==> src/rtl/ext_uart_bridge_pkg.sv <==
// rtl/ext_uart_bridge_pkg.sv - shared UART state encodings and constants
package ext_uart_bridge_pkg;

  typedef enum logic [1:0] {
    ST_IDLE  = 2'd0,
    ST_START = 2'd1,
    ST_DATA  = 2'd2,
    ST_STOP  = 2'd3
  } uart_state_t;

  localparam int UART_DATA_BITS = 8;

endpackage

==> src/rtl/ext_uart_fifo.sv <==
// rtl/ext_uart_fifo.sv - first-word-fall-through RX byte FIFO with registered head and overrun pulse
module ext_uart_fifo #(
  parameter int FIFO_AW = 2
) (
  input  logic       clk,
  input  logic       reset,
  input  logic       push,
  input  logic [7:0] din,
  output logic       full,
  input  logic       pop,
  output logic [7:0] dout,
  output logic       empty,
  output logic       overrun
);

  localparam int DEPTH = 1 << FIFO_AW;

  logic [7:0]         mem [DEPTH];
  logic [FIFO_AW-1:0] wr_ptr;
  logic [FIFO_AW-1:0] rd_ptr;
  logic [FIFO_AW-1:0] rd_next;
  logic [FIFO_AW:0]   count;
  logic [FIFO_AW:0]   count_next;
  logic               do_push;
  logic               do_pop;

  assign full = (count == (FIFO_AW+1)'(DEPTH));

  // A simultaneous pop frees the slot, so a push into a full FIFO still lands.
  always_comb begin
    do_pop     = pop && (count != '0);
    do_push    = push && (!full || do_pop);
    rd_next    = rd_ptr + FIFO_AW'(do_pop);
    count_next = count + (FIFO_AW+1)'(do_push) - (FIFO_AW+1)'(do_pop);
  end

  always_ff @(posedge clk) begin
    if (do_push) begin
      mem[wr_ptr] <= din;
    end
  end

  // The head register bypasses memory when the incoming byte becomes the new head.
  always_ff @(posedge clk) begin
    if (!reset) begin
      wr_ptr  <= '0;
      rd_ptr  <= '0;
      count   <= '0;
      dout    <= 8'h00;
      empty   <= 1'b1;
      overrun <= 1'b0;
    end else begin
      if (do_push) begin
        wr_ptr <= wr_ptr + 1'b1;
      end
      rd_ptr  <= rd_next;
      count   <= count_next;
      empty   <= (count_next == '0);
      overrun <= push && !do_push;
      if (count_next == '0) begin
        dout <= 8'h00;
      end else if (do_push && (rd_next == wr_ptr)) begin
        dout <= din;
      end else begin
        dout <= mem[rd_next];
      end
    end
  end

endmodule

==> src/rtl/ext_uart_bridge.sv <==
// rtl/ext_uart_bridge.sv - EXT port to 8N1 UART bridge: TX serialiser, RX deserialiser and RX FIFO
module ext_uart_bridge #(
  parameter int CLKS_PER_BIT = 868,
  parameter int FIFO_AW      = 2
) (
  input  logic       clk,
  input  logic       reset,
  output logic [7:0] cd,
  output logic       crda,
  input  logic       cack,
  input  logic [7:0] cq,
  input  logic       cwre,
  output logic       cbsy,
  input  logic       rxd,
  output logic       txd,
  output logic       rx_overrun,
  output logic       rx_frame_err
);

  import ext_uart_bridge_pkg::*;

  localparam int CNT_W = (CLKS_PER_BIT > 1) ? $clog2(CLKS_PER_BIT) : 1;
  localparam logic [CNT_W-1:0] LAST = CNT_W'(CLKS_PER_BIT - 1);
  localparam logic [CNT_W-1:0] HALF = CNT_W'(CLKS_PER_BIT / 2 - 1);
  localparam logic [2:0]       LAST_BIT = 3'(UART_DATA_BITS - 1);

  uart_state_t                tx_state, tx_state_next;
  logic [CNT_W-1:0]           tx_cnt, tx_cnt_next;
  logic [2:0]                 tx_bit, tx_bit_next;
  logic [UART_DATA_BITS-1:0]  tx_shift, tx_shift_next;
  logic                       tx_last;
  logic                       txd_next;
  logic                       cbsy_next;

  always_ff @(posedge clk) begin
    if (!reset) begin
      tx_state <= ST_IDLE;
      tx_cnt   <= '0;
      tx_bit   <= '0;
      tx_shift <= '0;
      txd      <= 1'b1;
      cbsy     <= 1'b0;
    end else begin
      tx_state <= tx_state_next;
      tx_cnt   <= tx_cnt_next;
      tx_bit   <= tx_bit_next;
      tx_shift <= tx_shift_next;
      txd      <= txd_next;
      cbsy     <= cbsy_next;
    end
  end

  // Writes outside IDLE fall through the default and leave the shift register alone.
  always_comb begin
    tx_last       = (tx_cnt == LAST);
    tx_state_next = tx_state;
    tx_cnt_next   = tx_last ? '0 : tx_cnt + 1'b1;
    tx_bit_next   = tx_bit;
    tx_shift_next = tx_shift;
    case (tx_state)
      ST_IDLE: begin
        tx_cnt_next = '0;
        if (cwre) begin
          tx_state_next = ST_START;
          tx_shift_next = cq;
        end
      end
      ST_START: if (tx_last) tx_state_next = ST_DATA;
      ST_DATA: begin
        if (tx_last) begin
          tx_bit_next   = tx_bit + 1'b1;
          tx_shift_next = {1'b0, tx_shift[UART_DATA_BITS-1:1]};
          if (tx_bit == LAST_BIT) tx_state_next = ST_STOP;
        end
      end
      ST_STOP: if (tx_last) tx_state_next = ST_IDLE;
      default: tx_state_next = ST_IDLE;
    endcase
  end

  always_comb begin
    cbsy_next = (tx_state_next != ST_IDLE);
    case (tx_state_next)
      ST_START: txd_next = 1'b0;
      ST_DATA:  txd_next = tx_shift_next[0];
      default:  txd_next = 1'b1;
    endcase
  end

  uart_state_t                rx_state, rx_state_next;
  logic [CNT_W-1:0]           rx_cnt, rx_cnt_next;
  logic [2:0]                 rx_bit, rx_bit_next;
  logic [UART_DATA_BITS-1:0]  rx_shift, rx_shift_next;
  logic                       rx_s1, rx_s2, rx_prev;
  logic                       rx_last;
  logic                       rx_push;
  logic                       frame_err_next;
  logic                       rx_empty;

  always_ff @(posedge clk) begin
    if (!reset) begin
      rx_s1        <= 1'b1;
      rx_s2        <= 1'b1;
      rx_prev      <= 1'b1;
      rx_state     <= ST_IDLE;
      rx_cnt       <= '0;
      rx_bit       <= '0;
      rx_shift     <= '0;
      rx_frame_err <= 1'b0;
    end else begin
      rx_s1        <= rxd;
      rx_s2        <= rx_s1;
      rx_prev      <= rx_s2;
      rx_state     <= rx_state_next;
      rx_cnt       <= rx_cnt_next;
      rx_bit       <= rx_bit_next;
      rx_shift     <= rx_shift_next;
      rx_frame_err <= frame_err_next;
    end
  end

  // Half a bit into START puts every later full-bit sample near mid-bit.
  always_comb begin
    rx_last       = (rx_cnt == LAST);
    rx_state_next = rx_state;
    rx_cnt_next   = rx_last ? '0 : rx_cnt + 1'b1;
    rx_bit_next   = rx_bit;
    rx_shift_next = rx_shift;
    case (rx_state)
      ST_IDLE: begin
        rx_cnt_next = '0;
        if (rx_prev && !rx_s2) rx_state_next = ST_START;
      end
      ST_START: begin
        if (rx_cnt == HALF) begin
          rx_cnt_next   = '0;
          rx_state_next = rx_s2 ? ST_IDLE : ST_DATA;
        end
      end
      ST_DATA: begin
        if (rx_last) begin
          rx_shift_next = {rx_s2, rx_shift[UART_DATA_BITS-1:1]};
          rx_bit_next   = rx_bit + 1'b1;
          if (rx_bit == LAST_BIT) rx_state_next = ST_STOP;
        end
      end
      ST_STOP: if (rx_last) rx_state_next = ST_IDLE;
      default: rx_state_next = ST_IDLE;
    endcase
  end

  always_comb begin
    rx_push        = (rx_state == ST_STOP) && rx_last && rx_s2;
    frame_err_next = (rx_state == ST_STOP) && rx_last && !rx_s2;
  end

  ext_uart_fifo #(
    .FIFO_AW (FIFO_AW)
  ) u_rx_fifo (
    .clk     (clk),
    .reset   (reset),
    .push    (rx_push),
    .din     (rx_shift),
    .full    (),
    .pop     (cack),
    .dout    (cd),
    .empty   (rx_empty),
    .overrun (rx_overrun)
  );

  assign crda = ~rx_empty;

endmodule

==> config.mk <==
export PLATFORM = sky130hd
export DESIGN_NAME = ext_uart_bridge
export DESIGN_NICKNAME = d
export VERILOG_FILES = /design/src/rtl/ext_uart_bridge_pkg.sv /design/src/rtl/ext_uart_fifo.sv /design/src/rtl/ext_uart_bridge.sv
export SDC_FILE = /design/constraint.sdc
export NUM_CORES = 1
export LEC_CHECK = 0
export BUFFER_PORTS_ARGS = -buffer_cell sky130_fd_sc_hd__buf_2
export CAP_MARGIN = 20
export CORE_MARGIN = 8
export CORE_UTILIZATION = 50
export CTS_BUF_LIST = sky130_fd_sc_hd__clkbuf_8 sky130_fd_sc_hd__clkbuf_16
export CTS_CLUSTER_SIZE = 25
export DETAILED_ROUTE_END_ITERATION = 7
export PLACE_DENSITY_LB_ADDON = 0.1
export SLEW_MARGIN = 20
export SYNTH_ARGS = -nofsm -noshare
export SYNTH_HDL_FRONTEND = slang
export SYNTH_SLANG_ARGS = --single-unit
export TNS_END_PERCENT = 100
==> constraint.sdc <==
create_clock -name clk -period 3.5 [get_ports clk]
set_input_delay 0.35 -clock clk [delete_from_list [all_inputs] [get_ports clk]]
set_output_delay 0.35 -clock clk [all_outputs]
set_load 0.05 [all_outputs]
==> flow_summary.yaml <==
outcome:
  outcome: "finished, final reports clean"
synth:
  synth_ff_type: "dfxtp_1"
  synth_cell_types: 47
  syn_area_um2: 4238
  synthArstFlopShare_pct: 0
  synth_edf_count: 32
  ys_warn_count: 0
  yosysSeqAreaShare_pct: 55.27
  yosys_register_bits: 101
  syn-num-nets: 379
  syn_avg_cell_area_um2: 12.07
  syn_inst: 351
clock_network:
  post-cts-setup-buffers: 0
  clock-root-buffer: "clkbuf_8"
  hold_buffers: 0
  path_clk_slew_ns: 0.09
  ctsResizeCount: 0
  cts.sinks: 101
  cts_buffers: 9
  cts_tree: "yes"
  clk_latency_ns: 0.36
  htreeDepth: 3
  clockBufferDepth: 2
critical_path:
  critical_path_class: "flop to flop"
  crit_required_ns: 3.75
  crit_arrival_ns: 3.16
  end_kind: "flop"
  startpoint_type: "flop"
  reg2regPathDepth: 11
  crit_fanout: 9
worst_hold_path:
  min-delay-path-class: "primary input to flop"
  holdPathStages: 2
timing:
  maxSlewViolCount: 0
  fin_worst_skew_ns: 0.009200
  worst_slack_ns: 0.5896
  rsz0062_at_grt: "false"
  setup_viol: 0
  finalHoldViolCount: 0
  fmax_mhz: 343.6
  hold_slack_ns: 0.1705
  finalCritPeriodShare_pct: 83.15
  relSlewSlack_pct: 49.70
  period_needed_ns: 2.910
  tightestPinTransition_ns: 0.7512
  tns_ns: 0
pwr:
  switching_share_pct: 30.22
  powerDensity_nw_per_um2: 569.1
  p_total_w: 0.002660
  combPwrFrac_pct: 22.6
  p_leak_nw: 1.720
  clockPowerShare_pct: 28.5
  power_frac_seq_pct: 48.9
  power_switching_w: 0.0008038
  peakVddDrop_mv: 0.2779
  intPower_w: 0.001856
floorplan:
  initial_core_util_pct: 51.58
  die_area_um2: 11680
  die_h_um: 108.1
  dieWidth_um: 108.1
  boundaryPins: 26
  core_um2: 8217
  rows: 33
detailed_routing:
  drt-initial-drc-count: 81
  drc_errors: 0
  wl_um: 7209
  vias: 2580
  vias_per_cell: 5.255
  routedWlPerCell_um: 14.68
  ant_nets: 0
  first_pass_iters: 4
place:
  place_ws_ns: 0.5794
  io_buffer_count: 25
  gp_congestion: 0.7965
  hpwlAfterDp_um: 4845
global_route:
  grt_overflow: 0
  grt_pass1_vias: 2608
  track_usage_pct: 13.38
  grt_max_degree: 29
  antenna_found_initial: 0
  grt_first_pass_wirelength_um: 12420
finish:
  final_net_count: 409
  syn2layout_area_growth_pct: 10.30
  diodes: 0
  multiInputGateArea_um2: 1804
  utilization_pct: 56.89
  final_cell_mix: "dfxtp_1 (69), nor2_1 (37), edfxtp_1 (32), buf_2 (25), mux2i_1 (20)"
  drive_gt1_share_pct: 14.25
  regArea_um2: 2342
  nFillCells: 714
  final_common_cell: "dfxtp_1"
job:
  maxCapViolCount: 0
[power by group through the flow]
stage	Sequential, W	Clock [W]	Combinational, W
after floorplan	0.00143	0	0.000374
after global placement	0.00133	0	0.000604
after detailed placement	0.00133	0	0.000615
after CTS	0.00130	0.000779	0.000616
after global routing	0.00131	0.000832	0.000655
final	0.00130	0.000758	0.000602
[critical path: stages, from the launching register on]
cell and delay, ns:
dfxtp_1 0.43, and4bb_2 0.31, nand4_4 0.16, nor3_2 0.46, ha_1 0.22, inv_1 0.05, fa_1 0.37, xor2_1 0.16
xnor2_1 0.19, nand3b_1 0.09, nand2_1 0.28, nor2_1 0.09
[sequential cells by signal, summed over array words and instances (netlist names), 2 cells and up, named ones only]
| name | flops |
|---|---|
| tx_shift | 8 |
| rx_cnt | 10 |
| rx_bit | 3 |
| tx_cnt | 10 |
| u_rx_fifo.dout | 8 |
| rx_shift | 8 |
| u_rx_fifo.count | 3 |
| tx_state | 2 |
| u_rx_fifo.rd_ptr | 2 |
| u_rx_fifo.wr_ptr | 2 |
| tx_bit | 3 |
| u_rx_fifo.mem | 32 |
[Yosys cell counts (all sizes together) (2+ instances only)]
library cell  number  share of area, %
dfxtp             69                33
nor2              37               3.3
edfxtp            32                23
mux2i             20               4.7
nand3             17               2.1
nor2b             16               2.4
and2              15               2.2
ha                14               4.1
nand2             14               1.2
xnor2             13               2.7
a21boi            12               2.1
inv               12               1.1
xor2              12               2.9
mux4               8               4.8
a22oi              6               1.1
clkbuf             6              0.53
and3               5              0.74
nand4              5               1.1
a21oi              4              0.47
nand2b             4              0.59
nor3               4              0.71
and4               3              0.62
buf                3              0.56
nand3b             3              0.53
nor4b              3               1.1
and4bb             2              0.59
[logic make-up (layout without fill, tap and decap cells)]
kind of cell	Yosys count	in the layout	synth area share (%)
AO/OA/AOI/OAI	29	29	4.931
XOR/XNOR	25	25	5.610
adder cells (fa/ha/maj)	15	15	4.606
buffers and inverters	21	56	2.155
flip-flops	101	101	55.27
multiplexers	28	28	9.507
AND/OR/NAND/NOR	132	132	17.92
[through the flow]
| stage | cell area [um^2] | cells |
|---|---|---|
| 2_1_floorplan | 4238 | 351 |
| 3_3_place_gp | 4471 | 475 |
| 3_5_place_dp | 4471 | 475 |
| 4_1_cts | 4674 | 491 |
| 5_1_grt | 4674 | 491 |
| 6_report | 4674 | 491 |
[per-layer routing]
metal | up-vias | track usage [%] | part of all wire [%]
met5 | - | 0 | 0
met4 | 0 | 4.955 | 1.5
met3 | 11 | 3.569 | 4.8
met2 | 48 | 21.62 | 47
met1 | 1218 | 16.78 | 46
li1 | 1303 | - | -
[final cells by class]
| class | instances | share of cell area [%] |
|---|---|---|
| Clock inverter | 7 | 1.713 |
| Timing Repair Buffer | 28 | 3.158 |
| Inverter | 12 | 0.9636 |
| Clock buffer | 9 | 2.650 |
| Sequential cell | 101 | 50.11 |
| Tap cell | 105 | 2.810 |
| Multi-Input combinational cell | 229 | 38.60 |
[path summary, 6_finish.rpt]
path             start                 to  slack [ns]
min                rxd              rx_s1        0.17
max          rx_cnt[6]  u_rx_fifo.dout[1]        0.59
min reg2reg      rx_s1              rx_s2        0.42
max reg2reg  rx_cnt[6]  u_rx_fifo.dout[1]        0.59
(Power assumes the default switching activity.)
